`src/rtl/protected_read_output_queue_if.sv`:
```
// Handshake and data bundle between the protected-read stage, the output queue and the consumer.
// The master side is the producer/consumer pair; the slave side is the queue itself.
interface protected_read_output_queue_if #(
    parameter int process_token_register_width = 160,
    parameter int data_found_register_width    = 8,
    parameter int addr_width                   = 2
);
    logic                                    write_enable;
    logic                                    read_enable;
    logic [process_token_register_width-1:0] process_token_register_in;
    logic [data_found_register_width-1:0]    data_found_register_in;
    logic                                    success_of_execution_ff_in;
    logic                                    status_of_input_data_ff_set;
    logic                                    status_of_input_data_ff_reset;
    logic                                    clear_overflow;
    logic [process_token_register_width-1:0] process_token_register_out;
    logic [data_found_register_width-1:0]    data_found_register_out;
    logic                                    success_of_execution_ff_out;
    logic                                    status_of_input_data_ff_out;
    logic                                    empty;
    logic                                    full;
    logic [addr_width:0]                     count;
    logic                                    overflow;

    modport master (
        output write_enable, read_enable, process_token_register_in, data_found_register_in,
               success_of_execution_ff_in, status_of_input_data_ff_set,
               status_of_input_data_ff_reset, clear_overflow,
        input  process_token_register_out, data_found_register_out, success_of_execution_ff_out,
               status_of_input_data_ff_out, empty, full, count, overflow
    );

    modport slave (
        input  write_enable, read_enable, process_token_register_in, data_found_register_in,
               success_of_execution_ff_in, status_of_input_data_ff_set,
               status_of_input_data_ff_reset, clear_overflow,
        output process_token_register_out, data_found_register_out, success_of_execution_ff_out,
               status_of_input_data_ff_out, empty, full, count, overflow
    );
endinterface

```
`src/rtl/protected_read_output_queue.sv`:
```
// Show-ahead FIFO of completed protected-read results (token, data word, success bit),
// plus the status-of-input-data flag and a sticky overflow flag for dropped pushes.
module protected_read_output_queue #(
    parameter int process_token_register_width = 160,
    parameter int data_found_register_width    = 8,
    parameter int depth                        = 4,
    parameter int addr_width                   = 2
) (
    input logic                          clk,
    input logic                          reset,
    protected_read_output_queue_if.slave q
);
    localparam logic [addr_width:0] depth_count = (addr_width + 1)'(depth);

    logic [process_token_register_width-1:0] token_mem   [depth];
    logic [data_found_register_width-1:0]    data_mem    [depth];
    logic                                    success_mem [depth];

    logic [addr_width-1:0] wr_ptr;
    logic [addr_width-1:0] rd_ptr;
    logic [addr_width:0]   count;
    logic                  overflow;
    logic                  status_flag;
    logic                  empty;
    logic                  full;
    logic                  pop_ok;
    logic                  push_ok;
    logic                  drop;

    assign empty   = (count == '0);
    assign full    = (count == depth_count);
    assign pop_ok  = q.read_enable && !empty;
    // A pop in the same cycle frees the slot, so a full queue can still accept the push.
    assign push_ok = q.write_enable && (!full || pop_ok);
    assign drop    = q.write_enable && full && !pop_ok;

    always_ff @(posedge clk) begin
        if (push_ok) begin
            token_mem[wr_ptr]   <= q.process_token_register_in;
            data_mem[wr_ptr]    <= q.data_found_register_in;
            success_mem[wr_ptr] <= q.success_of_execution_ff_in;
        end
    end

    always_ff @(posedge clk or posedge reset) begin
        if (reset) begin
            wr_ptr   <= '0;
            rd_ptr   <= '0;
            count    <= '0;
            overflow <= 1'b0;
        end else begin
            if (push_ok) wr_ptr <= wr_ptr + 1'b1;
            if (pop_ok)  rd_ptr <= rd_ptr + 1'b1;
            case ({push_ok, pop_ok})
                2'b10:   count <= count + 1'b1;
                2'b01:   count <= count - 1'b1;
                default: count <= count;
            endcase
            if (drop)                  overflow <= 1'b1;
            else if (q.clear_overflow) overflow <= 1'b0;
        end
    end

    always_ff @(posedge clk or posedge reset) begin
        if (reset)                              status_flag <= 1'b0;
        else if (q.status_of_input_data_ff_reset) status_flag <= 1'b0;
        else if (q.status_of_input_data_ff_set)   status_flag <= 1'b1;
    end

    assign q.process_token_register_out  = empty ? '0 : token_mem[rd_ptr];
    assign q.data_found_register_out     = empty ? '0 : data_mem[rd_ptr];
    assign q.success_of_execution_ff_out = empty ? 1'b0 : success_mem[rd_ptr];
    assign q.status_of_input_data_ff_out = status_flag;
    assign q.empty                       = empty;
    assign q.full                        = full;
    assign q.count                       = count;
    assign q.overflow                    = overflow;
endmodule

```
`src/flat_wrapper.sv`:
```
// flat-port wrapper written by rule: the top's interface ports become plain ports
module protected_read_output_queue_flat 
#(
    parameter int process_token_register_width = 160,
    parameter int data_found_register_width    = 8,
    parameter int depth                        = 4,
    parameter int addr_width                   = 2
)
  (clk, reset, q_write_enable, q_read_enable, q_process_token_register_in, q_data_found_register_in, q_success_of_execution_ff_in, q_status_of_input_data_ff_set, q_status_of_input_data_ff_reset, q_clear_overflow, q_process_token_register_out, q_data_found_register_out, q_success_of_execution_ff_out, q_status_of_input_data_ff_out, q_empty, q_full, q_count, q_overflow);
  protected_read_output_queue_if #(.process_token_register_width(process_token_register_width), .data_found_register_width(data_found_register_width), .addr_width(addr_width)) q_i ();
  input logic clk;
  input logic reset;
  input wire logic [$bits(q_i.write_enable)-1:0] q_write_enable;
  input wire logic [$bits(q_i.read_enable)-1:0] q_read_enable;
  input wire logic [$bits(q_i.process_token_register_in)-1:0] q_process_token_register_in;
  input wire logic [$bits(q_i.data_found_register_in)-1:0] q_data_found_register_in;
  input wire logic [$bits(q_i.success_of_execution_ff_in)-1:0] q_success_of_execution_ff_in;
  input wire logic [$bits(q_i.status_of_input_data_ff_set)-1:0] q_status_of_input_data_ff_set;
  input wire logic [$bits(q_i.status_of_input_data_ff_reset)-1:0] q_status_of_input_data_ff_reset;
  input wire logic [$bits(q_i.clear_overflow)-1:0] q_clear_overflow;
  output wire logic [$bits(q_i.process_token_register_out)-1:0] q_process_token_register_out;
  output wire logic [$bits(q_i.data_found_register_out)-1:0] q_data_found_register_out;
  output wire logic [$bits(q_i.success_of_execution_ff_out)-1:0] q_success_of_execution_ff_out;
  output wire logic [$bits(q_i.status_of_input_data_ff_out)-1:0] q_status_of_input_data_ff_out;
  output wire logic [$bits(q_i.empty)-1:0] q_empty;
  output wire logic [$bits(q_i.full)-1:0] q_full;
  output wire logic [$bits(q_i.count)-1:0] q_count;
  output wire logic [$bits(q_i.overflow)-1:0] q_overflow;
  assign q_i.write_enable = q_write_enable;
  assign q_i.read_enable = q_read_enable;
  assign q_i.process_token_register_in = q_process_token_register_in;
  assign q_i.data_found_register_in = q_data_found_register_in;
  assign q_i.success_of_execution_ff_in = q_success_of_execution_ff_in;
  assign q_i.status_of_input_data_ff_set = q_status_of_input_data_ff_set;
  assign q_i.status_of_input_data_ff_reset = q_status_of_input_data_ff_reset;
  assign q_i.clear_overflow = q_clear_overflow;
  assign q_process_token_register_out = q_i.process_token_register_out;
  assign q_data_found_register_out = q_i.data_found_register_out;
  assign q_success_of_execution_ff_out = q_i.success_of_execution_ff_out;
  assign q_status_of_input_data_ff_out = q_i.status_of_input_data_ff_out;
  assign q_empty = q_i.empty;
  assign q_full = q_i.full;
  assign q_count = q_i.count;
  assign q_overflow = q_i.overflow;
  protected_read_output_queue #(.process_token_register_width(process_token_register_width), .data_found_register_width(data_found_register_width), .depth(depth), .addr_width(addr_width)) u_core (.clk(clk), .reset(reset), .q(q_i));
endmodule
```
`config.mk`:
```
export PLATFORM = sky130hd
export DESIGN_NAME = protected_read_output_queue_flat
export DESIGN_NICKNAME = d
export VERILOG_FILES = /design/src/rtl/protected_read_output_queue_if.sv /design/src/rtl/protected_read_output_queue.sv /design/src/flat_wrapper.sv
export SDC_FILE = /design/constraint.sdc
export NUM_CORES = 1
export LEC_CHECK = 0
export BUFFER_PORTS_ARGS = -buffer_cell sky130_fd_sc_hd__buf_2
export CELL_PAD_IN_SITES_DETAIL_PLACEMENT = 1
export CELL_PAD_IN_SITES_GLOBAL_PLACEMENT = 1
export CORE_AREA = 2 2 244 246
export DETAILED_ROUTE_END_ITERATION = 10
export DIE_AREA = 0 0 246 248
export GPL_ROUTABILITY_DRIVEN = 1
export GPL_TIMING_DRIVEN = 0
export PLACE_DENSITY = 0.8
export SLEW_MARGIN = 15
export SYNTH_ARGS = -nofsm -noshare
export SYNTH_HDL_FRONTEND = slang
export SYNTH_SLANG_ARGS = --single-unit
```
`constraint.sdc`:
```
create_clock -name clk -period 5.2 [get_ports clk]
set_input_delay 0.26 -clock clk [delete_from_list [all_inputs] [get_ports clk]]
set_output_delay 0.26 -clock clk [all_outputs]
set_load 0.02 [all_outputs]
```
==> metrics.yaml, run 1 <==
status: "completed"
startpoint_type: "flip-flop"
clock_latency_ns: 0.62
grt_pass1_vias: 15300
rr_startpoint: "u_core.q.count[2]$_DFFE_PP0P_"
synth.area.top_cells: "edfxtp_1 78%, mux4_2 15%, and2_1 4.2%, dfrtp_1 0.87%, buf_6 0.48%"
drc: 0
grt_overflow: 0
tightest_slew_ns: 0.880
yosysUniqueCellTypes: 20
critPathRequiredTime_ns: 4.94
netlist.area_leader.share_pct: 78.1
num_antenna_cells: 0
h-tree-depth: 3
postRouteAntennaNets: 0
hpwlAfterDp_um: 40400
ir_drop_v: 0.000429
worst-setup-path-type: "reg2out"
core_area_um2: 58500
drv_cap: 0
finalCriticalPeriod_ns: 3.42
cts_root_buffer: "clkbuf_16"
synth_edf_count: 676
synth.avg_cell_area_um2: 23.2
hold_depth: 3
p_per_area_nw_per_um2: 616
synth_flop_cell: "edfxtp_1"
arrival_ns: 3.16
postLayoutCoreUtil_pct: 57.2
cts.sinks: 685
dieHeight_um: 248
grt_pass1_wl_um: 99400
rrSetupSlack_ns: 2.51
drive_above_1_share_pct: 38.3
path_clk_slew_ns: 0.06
synthesis.nets: 1300
yosys.area.top_type: "edfxtp_1"
hold_class: "in2reg"
yosysWarningCount: 0
ys_seq_area_share_pct: 79.0
routabilityCongestion: 0.732
leakagePower_nw: 11.7
vias: 13600
hp-start: "q_write_enable"
cts_tree: "built"
synth_area_um2: 26000
antenna_found_initial: 2
rows: 89
tns_ns: 0
fp.dieArea_um2: 61000
fin_nets: 1919
hold_path_end: "u_core.wr_ptr[0]$_DFFE_PP0P_"
grt_max_degree: 45
finClkSkew_ns: 0.0213
avgRoutedWirePerCell_um: 25.9
cts_inserted_buffers: 75
max_freq_mhz: 292
postCtsSetupBuffers: 0
setup_viol: 0
io_buffers: 351
dr.pass1.iters: 5
initialDrtViolationCount: 724
initial_utilization_pct: 44.5
finalCritPeriodShare_pct: 65.8
vias_per_cell: 5.30
cts.path.max_buffers: 3
area_growth_pct: 28.6
die_width_um: 246
post_cts_resized: 0
pin_count: 352
rsz0062_at_grt: "no"
r2r_end: "u_core.token_mem[2][72]$_DFFE_PP_"
hold_buffers: 175
groute.usage.overall_pct: 22.2
hold_viol_final: 0
critPathCaptureType: "output port"
max_slew_margin_pct: 41.3
drv_slew: 0
reg2reg_depth: 5
wirelength_um: 66400
synth_seq_cells: 685
cp_max_fo: 10
async_flop_share_pct: 1.31
syn_inst: 1118
worst max path at each step:
stage / startpoint / cells past startpoint / to / slack, ns
after floorplan: u_core.q.count[2]$_DFFE_PP0P_ / 3 / u_core.data_mem[0][0]$_DFFE_PP_ / 1.75
final: u_core.rd_ptr[1]$_DFFE_PP0P_ / 6 / q_process_token_register_out[60] / 1.78
after detailed placement: u_core.rd_ptr[1]$_DFFE_PP0P_ / 6 / q_process_token_register_out[67] / 2.33
after CTS: u_core.rd_ptr[1]$_DFFE_PP0P_ / 6 / q_process_token_register_out[99] / 1.69
after global placement: u_core.q.count[2]$_DFFE_PP0P_ / 3 / u_core.token_mem[0][86]$_DFFE_PP_ / -0.21
after global routing: u_core.rd_ptr[1]$_DFFE_PP0P_ / 6 / q_process_token_register_out[60] / 1.64
final cells by class:
| class | instances | area (um2) |
|---|---|---|
| buffer | 57 | 323 |
| clock buffer | 91 | 2020 |
| clock inverter | 42 | 523 |
| fill | 5133 | 25000 |
| inverter | 11 | 41.3 |
| multi-input combinational | 365 | 5110 |
| sequential | 685 | 20500 |
| tap | 773 | 967 |
| timing repair buffer | 542 | 3910 |
per-layer routing:
layer	share of wire [%]	global-route usage, %	wire length [um]	vias up
li1	-	-	-	5820
met1	37	26.8	24900	7142
met5	0.038	0	25	-
met2	53	39.1	35100	508
met4	3.0	7.61	2000	4
met3	6.7	5.37	4440	126
state kept, by name, indices dropped and copies added, names as in the netlist:
register and count:
u_core.token_mem 640, u_core.success_mem 4, u_core.q.count 3, u_core.q.status_of_input_data_ff_out 1, u_core.rd_ptr 2, u_core.wr_ptr 2, u_core.data_mem 32, u_core.q.overflow 1
Yosys cell counts, types with 3 or more instances:
cell        n
xor2_1      3
buf_6      11
ha_1        5
xnor2_1     3
nor2_1      3
clkbuf_1   25
mux4_2    169
inv_1      11
buf_2      21
and2_1    174
dfrtp_1     9
edfxtp_1  676
cell usage in the layout (no fill, tap or decap), types with 9 or more instances in the layout:
| master | Yosys | routed |
|---|---|---|
| buf_2 | 21 | 372 |
| clkbuf_1 | 25 | 34 |
| edfxtp_1 | 676 | 676 |
| clkbuf_16 | 0 | 76 |
| inv_1 | 11 | 11 |
| dfrtp_1 | 9 | 9 |
| bufinv_16 | 0 | 9 |
| mux4_2 | 169 | 169 |
| buf_6 | 11 | 11 |
| clkinv_1 | 0 | 10 |
| clkinv_2 | 0 | 12 |
| dlygate4sd3_1 | 0 | 175 |
| buf_16 | 0 | 11 |
| and2_1 | 174 | 170 |
stage by stage:
step	cell area [um2]	power, mW	setup WS (ns)	hold slack (ns)	instances
finish	33400	20.6	1.78	0.172	2566
global route	33400	21.4	1.64	0.176	2566
CTS	33400	20.7	1.69	0.143	2566
detailed placement	29100	15.1	2.33	0.304	2258
global placement	28700	14.8	-0.207	0.272	2242
floorplan	26000	12.4	1.75	0.0879	1118
cell families after synthesis:
kind of cell | share of synthesized area, %
flops | 79.0
compound gates | 0.0626
buf+inv | 1.40
xor+xnor | 0.202
mux | 14.7
fa+ha+maj | 0.318
simple gates | 4.31
critical path, cell delays in order, from the launching register on:
cell      delay, ns
dfrtp_1        0.32
buf_2          0.30
clkbuf_1       0.70
buf_2          0.45
mux4_2         0.39
and2_1         0.20
buf_2          0.17
where the power goes:
part	switching [mW]	internal (mW)
logic	4.50	3.07
registers	0.294	7.26
clock network	2.20	3.24
total	6.99	13.6
Note: power is estimated with default switching activity, not from simulation.
==> run 2, diff against run 1 <==
Settings changed: PLACE_DENSITY 0.8 to 0.77.
Clock period 5.2 ns to 3.5 ns, I/O delays scaled along.
==> metrics.yaml, run 2 (synthesis gave the netlist of run 1 again) <==
status: "completed"  # unchanged
ir_drop_v: 0.000586  # was 0.000429 V
initialDrtViolationCount: 667  # was 724
cp-startpoint: "u_core.rd_ptr[1]$_DFFE_PP0P_"  # unchanged
register_area_um2: 20500  # unchanged
groute.usage.overall_pct: 21.0  # was 22.2%
dieHeight_um: 248  # unchanged
most-common-layout-cells: "676 x edfxtp_1, 372 x buf_2, 175 x dlygate4sd3_1, 170 x and2_1, 169 x mux4_2"  # unchanged
cts_inserted_buffers: 73  # was 75
cts_tree: "built"  # unchanged
hold_viol_final: 0  # unchanged
leakagePower_nw: 11.6  # was 11.7 nW
dr.pass1.iters: 4  # was 5
rows: 89  # unchanged
r2r_end: "u_core.token_mem[0][86]$_DFFE_PP_"  # was u_core.token_mem[2][72]$_DFFE_PP_
io_buffers: 351  # unchanged
max_freq_mhz: 301
placed_cell_area_um2: 29100  # about the same
finalWorstSetupSlack_ns: 0.183  # was 1.78 ns
top_register: "u_core.token_mem"  # unchanged
die_width_um: 246  # unchanged
postLayoutCoreUtil_pct: 56.7  # was 57.2%
hpwlAfterDp_um: 37200  # was 40400 um
rrSetupSlack_ns: 0.98  # was 2.51 ns
largest_register_ff_count: 640  # unchanged
cts.path.max_buffers: 3  # unchanged
clock_latency_ns: 0.60  # was 0.62 ns
finalCriticalPeriod_ns: 3.32
max_slew_margin_pct: 40.0  # was 41.3%
pin_count: 352  # unchanged
cts_root_buffer: "clkbuf_16"  # unchanged
vias_per_cell: 5.21  # was 5.30
rr_startpoint: "u_core.q.count[2]$_DFFE_PP0P_"  # unchanged
mostFrequentLayoutCell: "edfxtp_1"  # unchanged
multi_input_area_um2: 5110  # unchanged
fp.dieArea_um2: 61000  # unchanged
top_regs: "u_core.token_mem: 640 flops, u_core.data_mem: 32 flops, u_core.success_mem: 4 flops"  # unchanged
startpoint_type: "flip-flop"  # unchanged
cp_max_fo: 10  # unchanged
grt_pass1_vias: 14900  # was 15300
worst-setup-path-type: "reg2out"  # unchanged
critPathCaptureType: "output port"  # unchanged
fillers: 5148  # was 5133
tightest_slew_ns: 0.900  # was 0.880 ns
critPathRequiredTime_ns: 3.32  # was 4.94 ns
drv_slew: 0  # unchanged
area_growth_pct: 27.6  # was 28.6%
dp_slack_ns: 0.755  # was 2.33 ns
p_per_area_nw_per_um2: 898  # was 616 nW/um2
vias: 13400  # was 13600
arrival_ns: 3.14  # was 3.16 ns
endpoint: "q_process_token_register_out[68]"  # was q_process_token_register_out[60]
drc: 0  # unchanged
rsz0062_at_grt: "no"  # unchanged
avgRoutedWirePerCell_um: 24.9  # was 25.9 um
finClkSkew_ns: 0.0190  # was 0.0213 ns
routabilityCongestion: 0.720  # was 0.732
fin_nets: 1915  # was 1919
grt_overflow: 0  # unchanged
initial_utilization_pct: 44.5  # unchanged
fin_area_um2: 33200  # was 33400 um2
postCtsSetupBuffers: 0  # unchanged
reg2reg_depth: 6  # was 5
setup_viol: 0  # unchanged
hold_class: "in2reg"  # unchanged
wirelength_um: 63900  # was 66400 um
drive_above_1_share_pct: 37.5  # was 38.3%
h-tree-depth: 3  # unchanged
finalCritPeriodShare_pct: 94.8
path_clk_slew_ns: 0.06  # about the same
postRouteAntennaNets: 0  # unchanged
grt_pass1_wl_um: 93800  # was 99400 um
core_area_um2: 58500  # unchanged
antenna_found_initial: 5  # was 2
drv_cap: 0  # unchanged
cts.sinks: 685  # unchanged
post_cts_resized: 0  # unchanged
grt_max_degree: 48  # was 45
hold_buffers: 175  # unchanged
run 2: cell count changes in the layout (fill, tap and decap cells not counted), sizes merged:
| cell | previous run | this run |
|---|---|---|
| clkinv | 26 | 29 |
| clkbuf | 116 | 117 |
| buf | 399 | 397 |
| diode | 0 | 4 |
| bufinv | 9 | 5 |
run 2: worst min path at each step:
stage | from | depth (start not counted) | to
2_1_floorplan | reset | 1 | u_core.q.count[0]$_DFFE_PP0P_
3_5_place_dp | reset | 2 | u_core.q.status_of_input_data_ff_out$_DFFE_PP0P_
3_3_place_gp | reset | 2 | u_core.q.status_of_input_data_ff_out$_DFFE_PP0P_
6_report | q_write_enable | 3 | u_core.wr_ptr[0]$_DFFE_PP0P_
5_1_grt | q_write_enable | 3 | u_core.wr_ptr[0]$_DFFE_PP0P_
4_1_cts | q_write_enable | 3 | u_core.wr_ptr[0]$_DFFE_PP0P_
run 2: through the flow:
stage | total power [mW] | cells | TNS (ns) | hold slack [ns]
after CTS | 30.0 | 2564 | 0 | 0.0475
after global routing | 31.1 | 2566 | 0 | 0.0933
final | 29.8 | 2568 | 0 | 0.0821
after detailed placement | 22.3 | 2256 | 0 | 0.207
after global placement | 22.1 | 2242 | -1164.97 | 0.181
after floorplan | 18.4 | 1118 | 0 | 0.00292
run 2: worst max-delay path: stages (launching register included):
cell	delay, ns
dfrtp_1	0.32
buf_2	0.29
clkbuf_1	0.71
buf_2	0.48
mux4_2	0.36
and2_1	0.18
buf_2	0.17
run 2: area by class of cell:
| class | count | area share [%] |
|---|---|---|
| Tap cell | 773 | 2.92 |
| Timing Repair Buffer | 540 | 11.7 |
| Antenna cell | 4 | 0.0302 |
| Clock inverter | 41 | 1.10 |
| Clock buffer | 92 | 5.79 |
| Multi-Input combinational cell | 365 | 15.4 |
| Sequential cell | 685 | 61.9 |
| Inverter | 11 | 0.125 |
| Buffer | 57 | 0.974 |
run 2: power breakdown:
part	switching [mW]	internal, mW	leakage (nW)
Combinational	6.61	4.55	4.15
Sequential	0.384	10.8	6.31
Clock	3.16	4.29	1.12
run 2: layer usage:
layer	GRT usage [%]	wire [um]
met1	26.2	24800
met2	35.8	32900
met3	5.89	4750
met4	6.54	1410
met5	0	38
